[src/rtl/regfile_write_arbiter.sv]
// Round-robin arbiter and sequencer for the register file's single write port.
// Owners keep the port for a whole burst. A watchdog revokes an owner that stalls too long.
module regfile_write_arbiter #(
  parameter int unsigned HOLD_TIMEOUT = 64
) (
  input  logic        clock,
  input  logic        ctrl_reset_n,
  input  logic        req0_valid,
  output logic        req0_ready,
  input  logic [4:0]  req0_addr,
  input  logic [31:0] req0_data,
  input  logic        req0_last,
  input  logic        req1_valid,
  output logic        req1_ready,
  input  logic [4:0]  req1_addr,
  input  logic [31:0] req1_data,
  input  logic        req1_last,
  output logic        ctrl_writeEnable,
  output logic [4:0]  ctrl_writeReg,
  output logic [31:0] data_writeReg,
  output logic [1:0]  owner,
  output logic        timeout_err
);

  // Handshake: a beat transfers on a rising edge where valid and ready are both high.
  // Ready is decoded from state only, so it never depends on valid in the same cycle.

  typedef enum logic [1:0] {
    IDLE = 2'd0,
    OWN0 = 2'd1,
    OWN1 = 2'd2
  } state_t;

  localparam logic [7:0] HOLD_LIMIT = 8'(HOLD_TIMEOUT - 1);

  state_t      state_q, state_d;
  logic        last_owner_q, last_owner_d;
  logic [7:0]  hold_cnt_q, hold_cnt_d;
  logic        revoke;

  logic        cur_id;
  logic        cur_valid;
  logic        cur_last;
  logic [4:0]  cur_addr;
  logic [31:0] cur_data;
  logic        accept;

  // State register
  always_ff @(posedge clock or negedge ctrl_reset_n) begin
    if (!ctrl_reset_n) begin
      state_q      <= IDLE;
      last_owner_q <= 1'b1;
      hold_cnt_q   <= 8'd0;
    end else begin
      state_q      <= state_d;
      last_owner_q <= last_owner_d;
      hold_cnt_q   <= hold_cnt_d;
    end
  end

  // Next-state logic
  always_comb begin
    state_d      = state_q;
    last_owner_d = last_owner_q;
    hold_cnt_d   = hold_cnt_q;
    revoke       = 1'b0;
    case (state_q)
      IDLE: begin
        hold_cnt_d = 8'd0;
        if (req0_valid && req1_valid) begin
          state_d = last_owner_q ? OWN0 : OWN1;
        end else if (req0_valid) begin
          state_d = OWN0;
        end else if (req1_valid) begin
          state_d = OWN1;
        end
      end
      OWN0, OWN1: begin
        if (cur_valid) begin
          hold_cnt_d = 8'd0;
          if (cur_last) begin
            state_d      = IDLE;
            last_owner_d = cur_id;
          end
        end else if (hold_cnt_q == HOLD_LIMIT) begin
          // Stalled owner loses the port; any beats already written stay written.
          state_d      = IDLE;
          last_owner_d = cur_id;
          hold_cnt_d   = 8'd0;
          revoke       = 1'b1;
        end else begin
          hold_cnt_d = hold_cnt_q + 8'd1;
        end
      end
      default: begin
        state_d = IDLE;
      end
    endcase
  end

  // Output decode and beat mux
  always_comb begin
    req0_ready = (state_q == OWN0);
    req1_ready = (state_q == OWN1);
    owner      = {req1_ready, req0_ready};
    cur_id     = (state_q == OWN1);
    cur_valid  = cur_id ? req1_valid : req0_valid;
    cur_last   = cur_id ? req1_last  : req0_last;
    cur_addr   = cur_id ? req1_addr  : req0_addr;
    cur_data   = cur_id ? req1_data  : req0_data;
    accept     = (req0_ready && req0_valid) || (req1_ready && req1_valid);
  end

  // Registered write port; r0 beats are consumed but never strobed.
  always_ff @(posedge clock or negedge ctrl_reset_n) begin
    if (!ctrl_reset_n) begin
      ctrl_writeEnable <= 1'b0;
      ctrl_writeReg    <= 5'd0;
      data_writeReg    <= 32'd0;
      timeout_err      <= 1'b0;
    end else begin
      ctrl_writeEnable <= accept && (cur_addr != 5'd0);
      timeout_err      <= revoke;
      if (accept && (cur_addr != 5'd0)) begin
        ctrl_writeReg <= cur_addr;
        data_writeReg <= cur_data;
      end
    end
  end

endmodule
[config.mk]
export PLATFORM = sky130hd
export DESIGN_NAME = regfile_write_arbiter
export DESIGN_NICKNAME = d
export VERILOG_FILES = /design/src/rtl/regfile_write_arbiter.sv
export SDC_FILE = /design/constraint.sdc
export NUM_CORES = 1
export LEC_CHECK = 0
export CAP_MARGIN = 20
export CORE_UTILIZATION = 40
export DETAILED_ROUTE_END_ITERATION = 12
export DONT_BUFFER_PORTS = 1
export GPL_TIMING_DRIVEN = 0
export PLACE_DENSITY = 0.53
export SLEW_MARGIN = 20
export SYNTH_ARGS = -nofsm -noshare
export SYNTH_HDL_FRONTEND = slang
export SYNTH_SLANG_ARGS = --single-unit
[constraint.sdc]
create_clock -name clock -period 2.2 [get_ports clock]
set_clock_uncertainty 0.15 [all_clocks]
set_input_delay 0.44 -clock clock [delete_from_list [all_inputs] [get_ports clock]]
set_output_delay 0.44 -clock clock [all_outputs]
set_load 0.02 [all_outputs]
==> results.md, run 1 <==
- Status: finished, violations left
- Failing checks: design-rule violations, negative setup slack
- EDFF count, synth: 0
- Initial antenna violation count: 0
- CTS Root Cell: clkbuf_8
- Layout area overhead: 21.5%
- Main flop type after synthesis: dfrtp_1
- Most frequent cells in the layout: dfrtp_1, mux2_2, mux2_4
- CP startpoint kind: flip-flop
- Detailed Route WL: ~5900 um
- DR DRC count: 26
- Htree depth: 2
- Crit-path max FO: 6
- Grt total ovfl: 0
- Clock tree from TritonCTS: built
- Final Core Density: 0.511
- Maximum VDD drop: roughly 0.55 mV
- Final Instance Count excl. Fillers: 314
- Final Worst Setup Slack: -0.0284 ns
- Hold/Removal Path Class: in -> reg
- Clock sinks: 50
- Share of post-route cells with drive strength above 1: 0.515
- Antenna Cells: 0
- Pwr dens: 1440 mW/mm2
- Wire length on met2: 3010 um
- Post-route total power: roughly 0.0047 W
- Final setup viols: 31
- Nets: 322
- Largest net degree at the start of global routing: 51
- Terminus of the critical flop-to-flop path: data_writeReg[3]
- Syn_nets: about 300
- Num ports: 123
- Biggest area consumer among synthesized cells: dfrtp_1
- HPWL after DPL: between 4000 and 5000 um
- DR iter-0 viols: 80
- Vias in the first global route: between 1500 and 2000
- Worst slew pin tran: roughly 0.36 ns
- Metal3 WL: approximately 440 um
- Min Tclk post-route: between 2 and 2.5 ns
- Die X: about 84 um
- CP arrival: about 2.3 ns
- Fmax: roughly 450 MHz
- Kind of critical path: reg -> reg
- Placed cell count: 290
- Clock buffer depth: 2
- Later-pin clock latency in the skew report: about 0.3 ns
- Detail Route Antenna Nets: 0
- Vias post-DR: about 1800
- # rows: 29
- Top layer in use: met4
- Vias per inst: 5.69
- Core Area: between 0.006 and 0.007 mm2
- Ranking of synthesized cells by area: dfrtp_1, mux2_2, ha_1
- Crit path capture type: flip-flop
- Most common cell after layout, fill and taps aside: dfrtp_1
- Asr flop ratio synth: 1.00
- Worst Hold Depth: 2
- Worst r2r path cells: 9
- Port Buffers: 0
- Die Y: 84.2 um
- Top cell type's share of synthesized area: 0.454
- Ys Warns: 0
- #FFs+latches synth: 50
- Reg-to-Reg Start: state_q[0]
- Post-Syn Instances: 213
- Avg Synthesized Cell Area: about 13 um2
- Placed cell area: 0.00282 mm2
- Slew Limit Fails: 0
- Register area share after synthesis: 0.463
- Worst reg2reg setup slack: -0.03 ns
- Cell area after layout: 0.00328 mm2
- Pleak: 1.44 nW
- Final hold viol count: 0
- Drt first pass iters: 8
- Metal-1 WL: 2340 um
- Slew margin rel.: 0.755
- Starting density of the core: 0.421
- Number of fillers in the final layout: about 550
- Hold Startpoint: req1_valid
- Syn Std Cell Area: between 0.002 and 0.003 mm2
- Tot GR Track Use: 0.163
- Routability cong.: slightly above 0.8
- RSZ-0062 raised after global routing: yes
- Post-DR wirelength/cell: about 19 um
- Max-cap viol count: 0
- Num CTS Buffers: 5
- Tcrit/Tclk final: 1.01
- Data required time of the critical path: between 2 and 2.5 ns
- Hold_ws: ~0.2 ns
- Die ar.: between 0.007 and 0.008 mm2
- Clock transition at path regs: approximately 0.090 ns
- Synth unique cells: 38
- First-pass GRT wire length: approximately 9000 um
- Hold Path Sink: state_q[0]
==> layout make-up <==
class,instances,area (um2),area share
clock buffer,6,82.6,0.0251
inverter,5,18.8,0.00571
sequential,50,1250,0.382
tap,77,96.3,0.0293
multi-input combinational,147,1520,0.464
buffer,11,119,0.0362
timing repair buffer,16,179,0.0545
clock inverter,2,12.5,0.00381
==> Yosys cell counts (2+ instances only) <==
| master | n |
|---|---|
| a21oi_1 | 2 |
| xnor2_1 | 2 |
| nand3_1 | 2 |
| and3_1 | 2 |
| o32ai_1 | 2 |
| nor3_1 | 6 |
| ha_1 | 6 |
| o21ai_0 | 7 |
| mux2_2 | 68 |
| mux2_1 | 3 |
| nand2_1 | 10 |
| buf_2 | 4 |
| inv_1 | 5 |
| o2bb2ai_1 | 3 |
| buf_6 | 4 |
| mux2i_1 | 3 |
| nor2_1 | 11 |
| o21bai_1 | 2 |
| a22o_1 | 3 |
| dfrtp_1 | 49 |
| buf_4 | 2 |
==> flip-flops by register name, summed over array words and instances (netlist names) <==
| signal | cells |
|---|---|
| data_writeReg | 32 |
| hold_cnt_q | 8 |
| timeout_err | 1 |
| last_owner_q | 1 |
| ctrl_writeEnable | 1 |
| ctrl_writeReg | 5 |
| state_q | 2 |
==> how the worst max path moves through the flow <==
stage                     from           endpoint  cells past startpoint
floorplan           state_q[0]  data_writeReg[11]                      8
global placement    state_q[0]   data_writeReg[0]                      8
detailed placement  state_q[0]  data_writeReg[30]                      7
CTS                 state_q[0]   data_writeReg[3]                      8
global route        state_q[0]   data_writeReg[3]                      9
finish              state_q[0]   data_writeReg[3]                      9
==> stage by stage <==
stage | setup WS, ns | TNS, ns
final | -0.0284 | -0.420
after global routing | -0.110 | -2.87
after CTS | -0.0306 | -0.364
after detailed placement | -0.231 | -6.34
after global placement | -0.180 | -4.92
after floorplan | 0.00717 | 0
==> report_power, final <==
group,switching [W],internal (W),leakage [nW]
Combinational,0.000837,0.00130,0.786
Sequential,0.000734,0.00131,0.611
Clock,0.000304,0.000253,0.0472
Total,0.00187,0.00287,1.44
==> layer usage <==
| metal | vias to the layer above | global-route usage |
|---|---|---|
| li1 | 809 | - |
| met1 | 882 | 0.190 |
| met2 | 91 | 0.294 |
| met3 | 4 | 0.0442 |
| met4 | 0 | 0.0455 |
| met5 | - | 0 |
==> worst max-delay path, cell delays in order (launching register included) <==
cell	delay [ns]
dfrtp_1	0.40
inv_2	0.09
ha_4	0.20
buf_8	0.14
mux2i_4	0.24
o21ai_2	0.10
o21ai_4	0.21
buf_4	0.17
buf_16	0.11
mux2_2	0.32
==> kinds of logic after synthesis <==
| family | count (synthesis) | synth area share |
|---|---|---|
| adder cells (fa/ha/maj) | 6 | 0.0278 |
| multiplexers | 75 | 0.312 |
| flip-flops | 50 | 0.463 |
| XOR/XNOR | 3 | 0.00972 |
| AND/OR/NAND/NOR | 37 | 0.0745 |
| buffers and inverters | 16 | 0.0380 |
| AO/OA/AOI/OAI | 26 | 0.0745 |
==> timing repair <==
item                                    4_1_cts  5_1_grt
resized for setup                            13       36
setup buffers                                 9        4
endpoints found under the setup margin       38       39
hold endpoints to repair                     50        0
pin swaps                                     2        2
hold buffers                                  2        0
gates cloned                                  1        0
(Power assumes the default switching activity.)
==> run 2: changes to the inputs <==
Settings changed: SETUP_SLACK_MARGIN set to 0.4.
==> run 2 against run 1 <==
- cell count grew 4.1%
- highest routed layer is now met5
- largest power group unchanged
- largest cell class unchanged
- total power grew 2.5%
- the run ends with design-rule violations left
- sequential share of layout area shrank 1.6 points
==> results.md, run 2 (synthesis gave the netlist of run 1 again) <==
- Status: finished, violations left
- Failing checks: design-rule violations
- Terminus of the critical flop-to-flop path: data_writeReg[26]
- Routability cong.: 0.844 (+4.5%)
- Crit path max-delay family: multiplexers
- Min Tclk post-route: 2.17 ns (-0.0572 ns)
- # rows: 29 (unchanged)
- Reg-to-Reg Start: state_q[0]
- Vias per inst: 5.57 (-2.0%)
- Htree depth: 2 (unchanged)
- Cell internal pwr: 0.00294 W (+2.4%)
- Crit path capture type: flip-flop
- Most frequent cells in the layout: mux2_2, dfrtp_1, buf_4
- Final setup viols: 0 (-100%)
- Sw frac: 0.396 (+0.000876)
- Clock sinks: 50 (unchanged)
- Share of post-route cells with drive strength above 1: 0.572 (+0.0572)
- Clock tree from TritonCTS: built
- Top reg by flops: data_writeReg
- Detailed Route WL: 5870 um (+0.36%)
- WP buf/inv: 4 (unchanged)
- Core Area: 0.00642 mm2 (unchanged)
- HPWL after DPL: 4100 um (-0.36%)
- Worst reg2reg setup slack: 0.03 ns (+0.06 ns)
- Worst r2r path cells: 9 (unchanged)
- DR DRC count: 30 (+15%)
- Hold/Removal Path Class: in -> reg
- DR iter-0 viols: 77 (-3.8%)
- Kind of critical path: reg -> reg
- Initial antenna violation count: 1 (+1)
- Comb power frac: 0.471 (+0.020)
- Num CTS Buffers: 5 (unchanged)
- Slew margin rel.: 0.777 (+0.0222)
- Worst Hold Depth: 2 (unchanged)
- CP arrival: 2.21 ns (-0.06 ns)
- Largest net degree at the start of global routing: 51 (unchanged)
- Clock buffer depth: 2 (unchanged)
- CTS Root Cell: clkbuf_8
- First-pass GRT wire length: 9390 um (+4.4%)
- Placed cell area: 0.00283 mm2 (+0.35%)
- Num ports: 123 (unchanged)
- Drt first pass iters: 8 (unchanged)
- Detail Route Antenna Nets: 0 (unchanged)
- Vias post-DR: 1822 (+2.0%)
- Clock transition at path regs: 0.09 ns (about the same)
- Most common cell after layout, fill and taps aside: mux2_2
- Hold_ws: 0.188 ns (-0.00662 ns)
- Tot GR Track Use: 0.168 (+0.00529)
- Power share of the clock group: 0.111 (-0.006)
- Tcrit/Tclk final: 0.987 (-0.0260)
- Largest register FFs: 32 (unchanged)
- Nets: 335 (+4.0%)
- Die Y: 84.2 um (unchanged)
- Cell area after layout: 0.00343 mm2 (+4.4%)
- Slowest CP cell: dfrtp_1
- Post-DR wirelength/cell: 18.0 um (-3.6%)
- Antenna Cells: 0 (unchanged)
- Data required time of the critical path: 2.24 ns (about the same)
- Grt total ovfl: 0 (unchanged)
- Die ar.: 0.00709 mm2 (unchanged)
- CP Cell Sequence: inv_2 > ha_4 > buf_8 > mux2i_4 > o21ai_2 > o21ai_4 > buf_12 > buf_6 > mux2_2
- Maximum VDD drop: 0.625 mV (+14%)
- Post-route total power: 0.00487 W (+2.5%)
- CP startpoint kind: flip-flop
- Part of the power in registers: 0.418 (-0.014)
- P_sw: 0.00193 W (+2.8%)
- Slew Limit Fails: 0 (unchanged)
- Fmax: 461 MHz (+2.6%)
- Max-cap viol count: 0 (unchanged)
- Die X: 84.2 um (unchanged)
- Vias in the first global route: 1921 (+5.3%)
- Pleak: 1.41 nW (-2.3%)
- Later-pin clock latency in the skew report: 0.30 ns (about the same)
- Hold Path Sink: state_q[0]
- Port Buffers: 0 (unchanged)
- Starting density of the core: 0.421 (unchanged)
- Worst slew pin tran: 0.334 ns (-0.0305 ns)
- Regs by FF count: data_writeReg x32, hold_cnt_q x8, ctrl_writeReg x5
- Hold Startpoint: req1_valid
- Layout area overhead: 26.9%
- Crit-path max FO: 7 (+1)
- Setup TNS: 0 ns (+0.420 ns)
- RSZ-0062 raised after global routing: yes
- Worst path max stage delay: 0.40 ns (about the same)
- Final hold viol count: 0 (unchanged)
- Pwr dens: 1420 mW/mm2 (-1.8%)
==> run 2: changes by cell type in the layout (fill, tap and decap cells not counted), moves of 2 or more <==
cell / change
buf_12: +2
buf_4: +2
buf_6: +10
inv_1: -2
mux2_1: +3
mux2_2: +21
mux2_4: -24
mux2i_1: -2
mux2i_4: +2
nor3_1: -2
o21ai_0: -2
==> run 2: timing repair <==
item | CTS | global route
endpoints found under the setup margin | 51 | 49
cloned | 2 | 0
pin swaps | 6 | 9
endpoints found under the hold margin | 50 | 0
hold buffers | 2 | 0
setup buffers | 16 | 9
gates resized for setup | 32 | 30
==> run 2: how the worst max path moves through the flow <==
stage | cells past startpoint | from | slack (ns) | endpoint
finish | 9 | state_q[0] | 0.03 | data_writeReg[26]
global route | 9 | state_q[0] | -0.06 | data_writeReg[13]
CTS | 9 | state_q[0] | 0.02 | data_writeReg[18]
detailed placement | 8 | state_q[0] | -0.23 | data_writeReg[22]
global placement | 8 | state_q[0] | -0.16 | data_writeReg[20]
floorplan | 8 | state_q[0] | 0.007 | data_writeReg[11]
==> run 2: cell type report <==
type | count | area, um2
Multi-Input combinational cell | 147 | 1500
Sequential cell | 50 | 1250
Clock inverter | 2 | 13.8
Timing Repair Buffer | 29 | 315
Inverter | 5 | 26.3
Tap cell | 77 | 96.3
Fill cell | 533 | 2990
Buffer | 11 | 146
Clock buffer | 6 | 72.6
==> run 2: worst reg2reg max path, delay by kind of cell, from the launching register on <==
kind	cells	cell delay [ns]
AO/OA/AOI/OAI	2	0.25
adder cells (fa/ha/maj)	1	0.18
buffers and inverters	4	0.50
flip-flops	1	0.40
multiplexers	2	0.58
==> run 2: power groups by stage <==
| stage | Combinational, W | Clock (W) | Sequential (W) |
|---|---|---|---|
| finish | 0.00229 | 0.000540 | 0.00203 |
| global route | 0.00248 | 0.000589 | 0.00208 |
| CTS | 0.00203 | 0.000561 | 0.00204 |
| detailed placement | 0.00156 | 0 | 0.00207 |
| global placement | 0.00148 | 0 | 0.00206 |
| floorplan | 0.00134 | 0 | 0.00196 |
==> run 2: per-layer routing <==
metal | part of all wire | global-route usage | up-vias
li1 | - | - | 837
met1 | 0.40 | 0.191 | 881
met2 | 0.51 | 0.303 | 94
met3 | 0.083 | 0.0551 | 8
met4 | 0.0094 | 0.0455 | 2
met5 | 0.0017 | 0 | -
==> run 2: per-stage QoR <==
stage          cells   util  setup slack, ns
6_report         327  0.534           0.0287
5_1_grt          327  0.534          -0.0602
4_1_cts          318  0.508           0.0167
3_5_place_dp     290  0.441           -0.232
3_3_place_gp     290  0.441           -0.161
2_1_floorplan    213      -          0.00717
